## src/rtl/upload_pkg.sv

```systemverilog
// upload_pkg: shared definitions for the Memory upload reader.
//   HDR_BYTES        - length of the sample-count header in bytes
//   SAMPLE_BYTES_DEF - default bytes per audio sample
//   state_t          - upload_reader FSM states
package upload_pkg;

    localparam int HDR_BYTES        = 2;
    localparam int SAMPLE_BYTES_DEF = 3;

    typedef enum logic [2:0] {
        ST_IDLE,
        ST_HDR_HI,
        ST_HDR_LO,
        ST_DATA,
        ST_DONE,
        ST_FLUSH
    } state_t;

endpackage

```

## src/rtl/sample_assembler.sv

```systemverilog
// sample_assembler: shifts upload bytes MSB first into a sample and presents
// completed samples through a single valid/ready holding register.
//   dclk, RST   - clock, asynchronous active-high reset
//   shift_en    - accept din into the assembly register
//   clear       - discard any partially assembled sample
//   din         - upload byte
//   sample_rdy  - downstream accepts when sample_vld & sample_rdy
//   sample      - completed sample, stable while valid and not ready
//   sample_vld  - holding register occupied
//   at_last     - next accepted byte completes a sample
//   stall       - the byte after this cycle would complete a sample while the
//                 holding register is still occupied; used to drop the
//                 registered read request one cycle ahead
module sample_assembler
    import upload_pkg::*;
#(
    parameter int SAMPLE_BYTES = SAMPLE_BYTES_DEF
) (
    input  logic                      dclk,
    input  logic                      RST,
    input  logic                      shift_en,
    input  logic                      clear,
    input  logic [7:0]                din,
    input  logic                      sample_rdy,
    output logic [8*SAMPLE_BYTES-1:0] sample,
    output logic                      sample_vld,
    output logic                      at_last,
    output logic                      stall
);

    localparam int W  = 8 * SAMPLE_BYTES;
    localparam int IW = (SAMPLE_BYTES > 1) ? $clog2(SAMPLE_BYTES) : 1;
    localparam logic [IW-1:0] LAST_IDX = IW'(SAMPLE_BYTES - 1);

    logic [W-9:0]  shreg;
    logic [W-1:0]  assembled;
    logic [IW-1:0] idx;
    logic [IW-1:0] idx_n;
    logic          load;
    logic          vld_n;

    assign at_last   = (idx == LAST_IDX);
    assign load      = shift_en & at_last;
    assign assembled = {shreg, din};

    always_comb begin
        idx_n = idx;
        if (clear) begin
            idx_n = '0;
        end else if (shift_en) begin
            idx_n = at_last ? '0 : idx + 1'b1;
        end
        vld_n = load | (sample_vld & ~sample_rdy);
        stall = vld_n & (idx_n == LAST_IDX);
    end

    always_ff @(posedge dclk or posedge RST) begin
        if (RST) begin
            shreg      <= '0;
            idx        <= '0;
            sample     <= '0;
            sample_vld <= 1'b0;
        end else begin
            idx        <= idx_n;
            sample_vld <= vld_n;
            if (shift_en) begin
                shreg <= assembled[W-9:0];
            end
            if (load) begin
                sample <= assembled;
            end
        end
    end

endmodule

```

## src/rtl/upload_reader.sv

```systemverilog
// upload_reader: consumer end of the Memory upload port. Reads a 2-byte
// sample-count header, then reassembles SAMPLE_BYTES-wide samples and
// streams them out on valid/ready, flagging framing and ACK-timeout errors.
//   IFCLK, RST             - clock, asynchronous active-high reset
//   START                  - begin a transaction (held pending while UPBSY)
//   UPBSY/UPRD/UPACK/UPDATA/EOF - Memory upload handshake
//   COUNT                  - header sample count of current/last transaction
//   SAMPLE/SAMPLE_VLD/SAMPLE_RDY - output sample stream
//   BUSY, DONE, ERR        - transaction status
module upload_reader
    import upload_pkg::*;
#(
    parameter int SAMPLE_BYTES = SAMPLE_BYTES_DEF,
    parameter int ACK_TIMEOUT  = 255
) (
    input  logic                      IFCLK,
    input  logic                      RST,
    input  logic                      START,
    input  logic                      UPBSY,
    output logic                      UPRD,
    input  logic                      UPACK,
    input  logic [7:0]                UPDATA,
    input  logic                      EOF,
    output logic [8*HDR_BYTES-1:0]    COUNT,
    output logic [8*SAMPLE_BYTES-1:0] SAMPLE,
    output logic                      SAMPLE_VLD,
    input  logic                      SAMPLE_RDY,
    output logic                      BUSY,
    output logic                      DONE,
    output logic                      ERR
);

    localparam int CW = 8 * HDR_BYTES;

    state_t        state;
    logic          start_pend;
    logic [CW-1:0] remaining;
    logic [15:0]   to_cnt;
    logic [CW-1:0] hdr_count;
    logic          take;
    logic          start_go;
    logic          to_hit;
    logic          final_smp;
    logic          asm_shift;
    logic          asm_clear;
    logic          at_last;
    logic          stall;

    always_comb begin
        take      = UPRD & UPACK;
        start_go  = (state == ST_IDLE) & (START | start_pend) & ~UPBSY;
        to_hit    = (ACK_TIMEOUT != 0) && UPRD && !UPACK &&
                    (to_cnt == 16'(ACK_TIMEOUT - 1));
        final_smp = (remaining == CW'(1));
        hdr_count = {COUNT[CW-1:8], UPDATA};
        asm_shift = 1'b0;
        asm_clear = start_go | to_hit;
        // An EOF that does not close the final sample discards the partial
        // sample instead of shifting the byte in.
        if (state == ST_DATA && take) begin
            if (EOF && !(at_last && final_smp)) begin
                asm_clear = 1'b1;
            end else begin
                asm_shift = 1'b1;
            end
        end
    end

    sample_assembler #(
        .SAMPLE_BYTES (SAMPLE_BYTES)
    ) u_asm (
        .dclk       (IFCLK),
        .RST        (RST),
        .shift_en   (asm_shift),
        .clear      (asm_clear),
        .din        (UPDATA),
        .sample_rdy (SAMPLE_RDY),
        .sample     (SAMPLE),
        .sample_vld (SAMPLE_VLD),
        .at_last    (at_last),
        .stall      (stall)
    );

    always_ff @(posedge IFCLK or posedge RST) begin
        if (RST) begin
            state      <= ST_IDLE;
            start_pend <= 1'b0;
            remaining  <= '0;
            to_cnt     <= '0;
            UPRD       <= 1'b0;
            COUNT      <= '0;
            BUSY       <= 1'b0;
            DONE       <= 1'b0;
            ERR        <= 1'b0;
        end else begin
            DONE <= 1'b0;
            if (UPACK) begin
                to_cnt <= '0;
            end else if (UPRD) begin
                to_cnt <= to_cnt + 1'b1;
            end

            if (to_hit) begin
                ERR    <= 1'b1;
                UPRD   <= 1'b0;
                BUSY   <= 1'b0;
                to_cnt <= '0;
                state  <= ST_IDLE;
            end else begin
                case (state)
                    ST_IDLE: begin
                        if (start_go) begin
                            state      <= ST_HDR_HI;
                            BUSY       <= 1'b1;
                            UPRD       <= 1'b1;
                            ERR        <= 1'b0;
                            start_pend <= 1'b0;
                            to_cnt     <= '0;
                        end else if (START) begin
                            start_pend <= 1'b1;
                        end
                    end
                    ST_HDR_HI: begin
                        UPRD <= ~UPBSY;
                        if (take) begin
                            COUNT[CW-1:8] <= UPDATA;
                            if (EOF) begin
                                ERR   <= 1'b1;
                                UPRD  <= 1'b0;
                                BUSY  <= 1'b0;
                                state <= ST_IDLE;
                            end else begin
                                state <= ST_HDR_LO;
                            end
                        end
                    end
                    ST_HDR_LO: begin
                        UPRD <= ~UPBSY;
                        if (take) begin
                            COUNT[7:0] <= UPDATA;
                            remaining  <= hdr_count;
                            if (hdr_count == '0) begin
                                if (EOF) begin
                                    UPRD  <= 1'b0;
                                    state <= ST_DONE;
                                end else begin
                                    ERR   <= 1'b1;
                                    state <= ST_FLUSH;
                                end
                            end else if (EOF) begin
                                ERR   <= 1'b1;
                                UPRD  <= 1'b0;
                                BUSY  <= 1'b0;
                                state <= ST_IDLE;
                            end else begin
                                state <= ST_DATA;
                            end
                        end
                    end
                    ST_DATA: begin
                        UPRD <= ~UPBSY & ~stall;
                        if (take) begin
                            if (at_last) begin
                                remaining <= remaining - 1'b1;
                            end
                            if (at_last && final_smp) begin
                                if (EOF) begin
                                    UPRD  <= 1'b0;
                                    state <= ST_DONE;
                                end else begin
                                    ERR   <= 1'b1;
                                    UPRD  <= ~UPBSY;
                                    state <= ST_FLUSH;
                                end
                            end else if (EOF) begin
                                ERR   <= 1'b1;
                                UPRD  <= 1'b0;
                                BUSY  <= 1'b0;
                                state <= ST_IDLE;
                            end
                        end
                    end
                    ST_DONE: begin
                        // Completion waits for the last sample to leave the
                        // holding register.
                        UPRD <= 1'b0;
                        if (!SAMPLE_VLD || SAMPLE_RDY) begin
                            DONE  <= 1'b1;
                            BUSY  <= 1'b0;
                            state <= ST_IDLE;
                        end
                    end
                    ST_FLUSH: begin
                        UPRD <= ~UPBSY;
                        if (take && EOF) begin
                            UPRD  <= 1'b0;
                            BUSY  <= 1'b0;
                            state <= ST_IDLE;
                        end
                    end
                    default: begin
                        state <= ST_IDLE;
                    end
                endcase
            end
        end
    end

endmodule

```

## config.mk

```make
export PLATFORM = sky130hd
export DESIGN_NAME = upload_reader
export DESIGN_NICKNAME = d
export VERILOG_FILES = /design/src/rtl/upload_pkg.sv /design/src/rtl/sample_assembler.sv /design/src/rtl/upload_reader.sv
export SDC_FILE = /design/constraint.sdc
export NUM_CORES = 1
export LEC_CHECK = 0
export CORE_MARGIN = 3
export CORE_UTILIZATION = 34
export DETAILED_ROUTE_END_ITERATION = 6
export HOLD_SLACK_MARGIN = 0.05
export PLACE_DENSITY = 0.62
export SLEW_MARGIN = 20
export SYNTH_ARGS = -nofsm -noshare
export SYNTH_HDL_FRONTEND = slang
export SYNTH_SLANG_ARGS = --single-unit
```

## constraint.sdc

```tcl
create_clock -name IFCLK -period 3.1 [get_ports IFCLK]
set_clock_uncertainty 0.15 [all_clocks]
set_input_delay 0.62 -clock IFCLK [delete_from_list [all_inputs] [get_ports IFCLK]]
set_output_delay 0.62 -clock IFCLK [all_outputs]
set_load 0.01 [all_outputs]
```

* After elaboration in Yosys (flattened, before gate mapping)
Cells that the tools add are included.
** Word-level totals
- Output and inout port bits :: 45
- Bits of input ports :: 15
- Register bits :: 99
** Cells by class
- Bitwise gates (word level) :: 14
- Equality and inequality tests :: 21
- Reduce and logical (&&, ||, !) cells :: 25
- Add/subtract/negate cells :: 3
- Mux-type cells :: 64
** Operators with widths (count)
- $mux 16 :: 8
- $mux 1 :: 36
- $pmux 16 s2 :: 1
- $mux 3 :: 10
- $ne 3x3->1 const B :: 8
- $pmux 3 s6 :: 1
- $add 16x1->16 const B :: 1
- $eq 16x1->1 const B :: 1
- $eq 16x8->1 const B :: 1
- $logic_not 16->1 :: 1
- $sub 16x1->16 const B :: 1
- $mux 2 :: 5
- $reduce_and 5->1 :: 2
- $reduce_and 3->1 :: 3
- $reduce_and 9->1 :: 1
- $and 1x1->1 :: 7
- $reduce_and 7->1 :: 1
- $reduce_bool 7->1 :: 1
- $eq 3x2->1 const B :: 2
- $eq 3x3->1 const B :: 2
- $logic_and 1x1->1 :: 6
- $ne 2x2->1 const B :: 3
- $pmux 1 s6 :: 1
- $pmux 1 s5 :: 1
- 14 further kinds :: 23

* Depth between registers and ports, before layout
- Depth in word-level cells :: 17
- Mapped depth :: 9
- Mapped depth without buffers :: 7

* By module
From an unflattened synthesis, not the netlist that was laid out.
** Unflattened totals
- Cells, all modules :: 438
- Area total of the unflattened synthesis :: 4837.1 µm²
** By module, submodules not included
- upload_reader :: seq. area each 1401.3 µm², instances 1, cells each 338, area each 3176.8 µm²
- sample_assembler :: seq. area each 1076.0 µm², instances 1, cells each 100, area each 1660.3 µm²

* Worst setup path before layout
Ideal clock, no wire load.
- Path kind :: register -> register
- Start point :: reg remaining[1]
- End point :: reg u_asm.sample[10]
- Path slack :: 598 ps
- Stages on the path, launching flop included :: 10
- Arrival :: 2226 ps
- Setup time :: 125 ps
- Cell sequence :: dfrtp_1 inv_1 ha_1 or4b_1 or3_4 nor2_4 o21a_1 buf_6 buf_12 mux2_4
** On the way
- Word-level cells in the longest chain between the ends :: 7
** RTL lines
- start: declaration :: RTL line upload_reader.sv:37 : logic [CW-1:0] remaining;
- start signal: assignment :: RTL line upload_reader.sv:141 : remaining <= hdr_count;
- start signal: assignment :: RTL line upload_reader.sv:164 : remaining <= remaining - 1'b1;
- $eq 16x1->1 :: RTL line upload_reader.sv:54 : final_smp = (remaining == CW'(1));
- $logic_and 1x1->1 :: RTL line upload_reader.sv:61 : if (EOF && !(at_last && final_smp)) begin
- $logic_not 1->1 :: RTL line upload_reader.sv:61
- $logic_and 1x1->1 :: RTL line upload_reader.sv:61
- $mux 1 :: RTL line upload_reader.sv:61
- $mux 1 :: RTL line upload_reader.sv:60 : if (state == ST_DATA && take) begin
- $and 1x1->1 :: RTL line sample_assembler.sv:43 : assign load = shift_en & at_last;
- end signal: assignment :: RTL line sample_assembler.sv:70 : sample <= assembled;
- end: declaration :: RTL line sample_assembler.sv:25 : output logic [8*SAMPLE_BYTES-1:0] sample,
Every way passes these cells.
A chain may end at the register's enable or synchronous reset.

* Final worst setup path
- Start point :: reg remaining[1]
- End point :: reg u_asm.sample[22]
Same word-level chain as after synthesis.

==> impl_metrics.toml <==
[critical_path]
worstSetupEndpointType = "register"
path_buf_inv = 2
timing.critical_path.fanout_max = 25
worstSetupPathType = "register to register"
critPathArrivalTime_ps = 2780
standard_cell_with_the_maximum_stage_delay_on_the_critical_path = "sky130_fd_sc_hd__or4b_1"
worst_setup_path_start_kind = "register"
worstPathCellList = "inv_1 -> ha_1 -> or4b_1 -> or3_4 -> nor2_4 -> o21a_1 -> buf_12 -> mux2_2"
cpLargestDelayFamily = "simple AND/OR/NAND/NOR gates"
cp_slowest_stage_delay_ps = 450
critical_path_required_ps = 3180

[synthesis]
synth_sequential_area_ratio_pct = 51.0
postSynthNetCount = 458
syn-cell-area_mm2 = 0.00485
synth-main-ff-cell = "sky130_fd_sc_hd__dfrtp_1"
yosys_reg_bits = 99
syn-mean-instance-area_um2 = 11.1
postSynthCellCount = 439
yosysWarningCount = 0
ys_async_sr_fraction_pct = 100
yosysUniqueCellTypes = 60
synth-edff-count = 0

[clock_tree]
cts.path.max_buffers = 2
clk_transition_reported_paths_ps = 70
num_clock_sinks = 99
tritoncts.num_buffers = 9
cts_htree_levels = 3
worst_skew_pair.late_latency_ps = 350
tritoncts_clock_tree = "built"
cts_root_buf = "sky130_fd_sc_hd__clkbuf_16"
cts_setup_buffers = 0
cts-hold-fix-buffers = 0
post_cts_resized = 0

[sta]
layout_worst_path_cycle_share_pct = 87.1
setup_violations = 0
max_clock_freq_mhz = 370
period_minus_slack_ps = 2700
tightest_slew_ps = 618
timing.max_slew.rel_slack_pct = 58.3
fin_tns_setup_ps = 0
rsz0062_at_grt = "no"
hold_viol_final = 0
postLayoutSetupSlackWorst_ps = 400
final-max-slew-violation-count = 0

[grt]
number_of_global_route_vias_before_repair = 3723
pin_count_of_the_biggest_net_entering_global_routing = 100
globalRouteTotalUtil_pct = 15.1
grt.overflow.total = 0
antenna_found_initial = 0
first_pass_grt_wire_length_mm = 19.3

[die]
die_w_um = 125
initial_core_util_pct = 34.8
die_area_mm2 = 0.0157
std_cell_rows = 43
boundaryPins = 60
placeableCoreArea_mm2 = 0.0139
chipHeight_um = 125

[placed_design]
io_buffers = 59
pre_cts_slack_ps = 306
routabilityCongestion = 0.822
place_inst = 676
detailedPlacementHpwl_mm = 7.76
dpl_cell_area_mm2 = 0.00573

[cells_and_area]
layout.cell_area.non_filler_mm2 = 0.00601
layout.nets = 526
layout-area-overhead-vs-synth_pct = 23.8
drive_gt1_share_pct = 19.3
finalCoreUtilization_pct = 43.1
final_cell_count_no_fill = 692
antenna_cells_inserted = 0

[route]
route.vias.total = 3661
totalWireLength_mm = 11.4
dr.first_iter.drc_count = 270
detail-route-antenna-nets = 0
post_drt_via_cell_ratio = 5.29
routed_wire_length_per_instance_um = 16.5
drt_pass1_iterations = 5
detail_route.drc_violations = 0

[pwr]
reported_leakage_power_nw = 2.54
vdd_drop_max_mv = 0.388
power_density_mw_per_mm2 = 748

[outcome]
status = "complete, no violations"

[flow_run]
max_cap_viol_count = 0

[worst_hold_path]
min-delay-path-class = "register to register"
==> layer usage <==
metal	global-route usage, %	vias to the layer above	share of wire (%)
met5	0	-	0
met4	4.21	0	1.3
met3	4.70	16	5.6
met2	23.5	103	47
met1	20.5	1800	47
li1	-	1742	-
==> registers in the layout, summed over array words and instances (netlist names), 2 cells and up <==
name,count
COUNT,16
remaining,16
state,3
to_cnt,16
u_asm.idx,2
u_asm.sample,24
u_asm.shreg,16
==> report_power, final <==
part	internal [mW]	switching (mW)
Combinational	0.735	0.691
Clock	0.573	0.495
Sequential	1.63	0.375
Total	2.94	1.56
==> final timing paths <==
path / to / slack [ps] / depth (start not counted) / from
max: u_asm.sample[22] / 400 / 8 / remaining[1]
min in group asynchronous: to_cnt[11] / 620 / 3 / RST
min reg2reg: remaining[12] / 350 / 1 / remaining[12]
min: remaining[12] / 350 / 1 / remaining[12]
max in group asynchronous: COUNT[9] / 1770 / 3 / RST
max reg2reg: u_asm.sample[22] / 400 / 8 / remaining[1]
==> stage by stage <==
step | hold WS [ps] | power, mW
detailed placement | 330 | 3.44
floorplan | 300 | 2.84
global route | 363 | 4.82
global placement | 316 | 3.39
CTS | 349 | 4.55
finish | 348 | 4.50
==> synth_stat cells (all sizes together), types with 3 or more instances <==
cell type,number,area (um^2)
dfrtp,99,2480
mux2,56,702
nor2,39,154
nand2,24,90.1
o21ai,23,115
a21oi,22,110
clkbuf,16,60.1
inv,16,60.1
nor3,15,80.1
nand4,11,68.8
nor4,11,75.1
xor2,10,87.6
nand3,7,35.0
buf,6,66.3
nand2b,6,37.5
a31oi,5,31.3
and3,5,31.3
xnor2,5,43.8
a22oi,4,30.0
ha,4,50.1
mux2i,4,40.0
o32ai,4,35.0
or3,4,30.0
nor2b,3,18.8
o2bb2ai,3,26.3
==> logic make-up after synthesis <==
| family | after synthesis | share of synthesized area (%) |
|---|---|---|
| AOI/OAI and AO/OA | 87 | 11.6 |
| and+or+nand+nor | 135 | 14.4 |
| buffers and inverters | 39 | 3.92 |
| DFF | 99 | 51.0 |
| muxes | 60 | 15.3 |
| adders and majority gates | 4 | 1.03 |
| xor gates and xnor gates | 15 | 2.71 |
==> layout make-up <==
type                    count  area (um^2)
clock inverters             6         43.8
multi-input cells         301         2190
repair buffers             79          766
fillers                  1321         7920
well taps                 180          225
inverters                  17         67.6
clock buffers              10          239
flip-flops and latches     99         2480
==> placed cells by master, fill, tap and decap left out, types with 4 or more instances in the layout <==
| cell | instances |
|---|---|
| sky130_fd_sc_hd__dfrtp_1 | 99 |
| sky130_fd_sc_hd__clkdlybuf4s50_1 | 59 |
| sky130_fd_sc_hd__nor2_1 | 38 |
| sky130_fd_sc_hd__mux2_2 | 37 |
| sky130_fd_sc_hd__nand2_1 | 24 |
| sky130_fd_sc_hd__o21ai_0 | 23 |
| sky130_fd_sc_hd__a21oi_1 | 22 |
| sky130_fd_sc_hd__mux2_4 | 19 |
| sky130_fd_sc_hd__buf_4 | 18 |
| sky130_fd_sc_hd__inv_1 | 15 |
| sky130_fd_sc_hd__nor3_1 | 14 |
| sky130_fd_sc_hd__nand4_1 | 11 |
| sky130_fd_sc_hd__nor4_1 | 10 |
| sky130_fd_sc_hd__xor2_1 | 10 |
| sky130_fd_sc_hd__clkbuf_16 | 9 |
| sky130_fd_sc_hd__nand3_1 | 7 |
| sky130_fd_sc_hd__nand2b_1 | 6 |
| sky130_fd_sc_hd__and3_1 | 5 |
| sky130_fd_sc_hd__xnor2_1 | 5 |
| sky130_fd_sc_hd__mux2i_1 | 4 |
| sky130_fd_sc_hd__a31oi_1 | 4 |
| sky130_fd_sc_hd__a22oi_1 | 4 |
| sky130_fd_sc_hd__o32ai_1 | 4 |
| sky130_fd_sc_hd__ha_1 | 4 |
==> worst register-to-register path: stages, from the launching register on <==
cell,delay [ps]
sky130_fd_sc_hd__dfrtp_1,400
sky130_fd_sc_hd__inv_1,100
sky130_fd_sc_hd__ha_1,160
sky130_fd_sc_hd__or4b_1,450
sky130_fd_sc_hd__or3_4,360
sky130_fd_sc_hd__nor2_4,170
sky130_fd_sc_hd__o21a_1,190
sky130_fd_sc_hd__buf_12,210
sky130_fd_sc_hd__mux2_2,390
(Power assumes the default switching activity.)
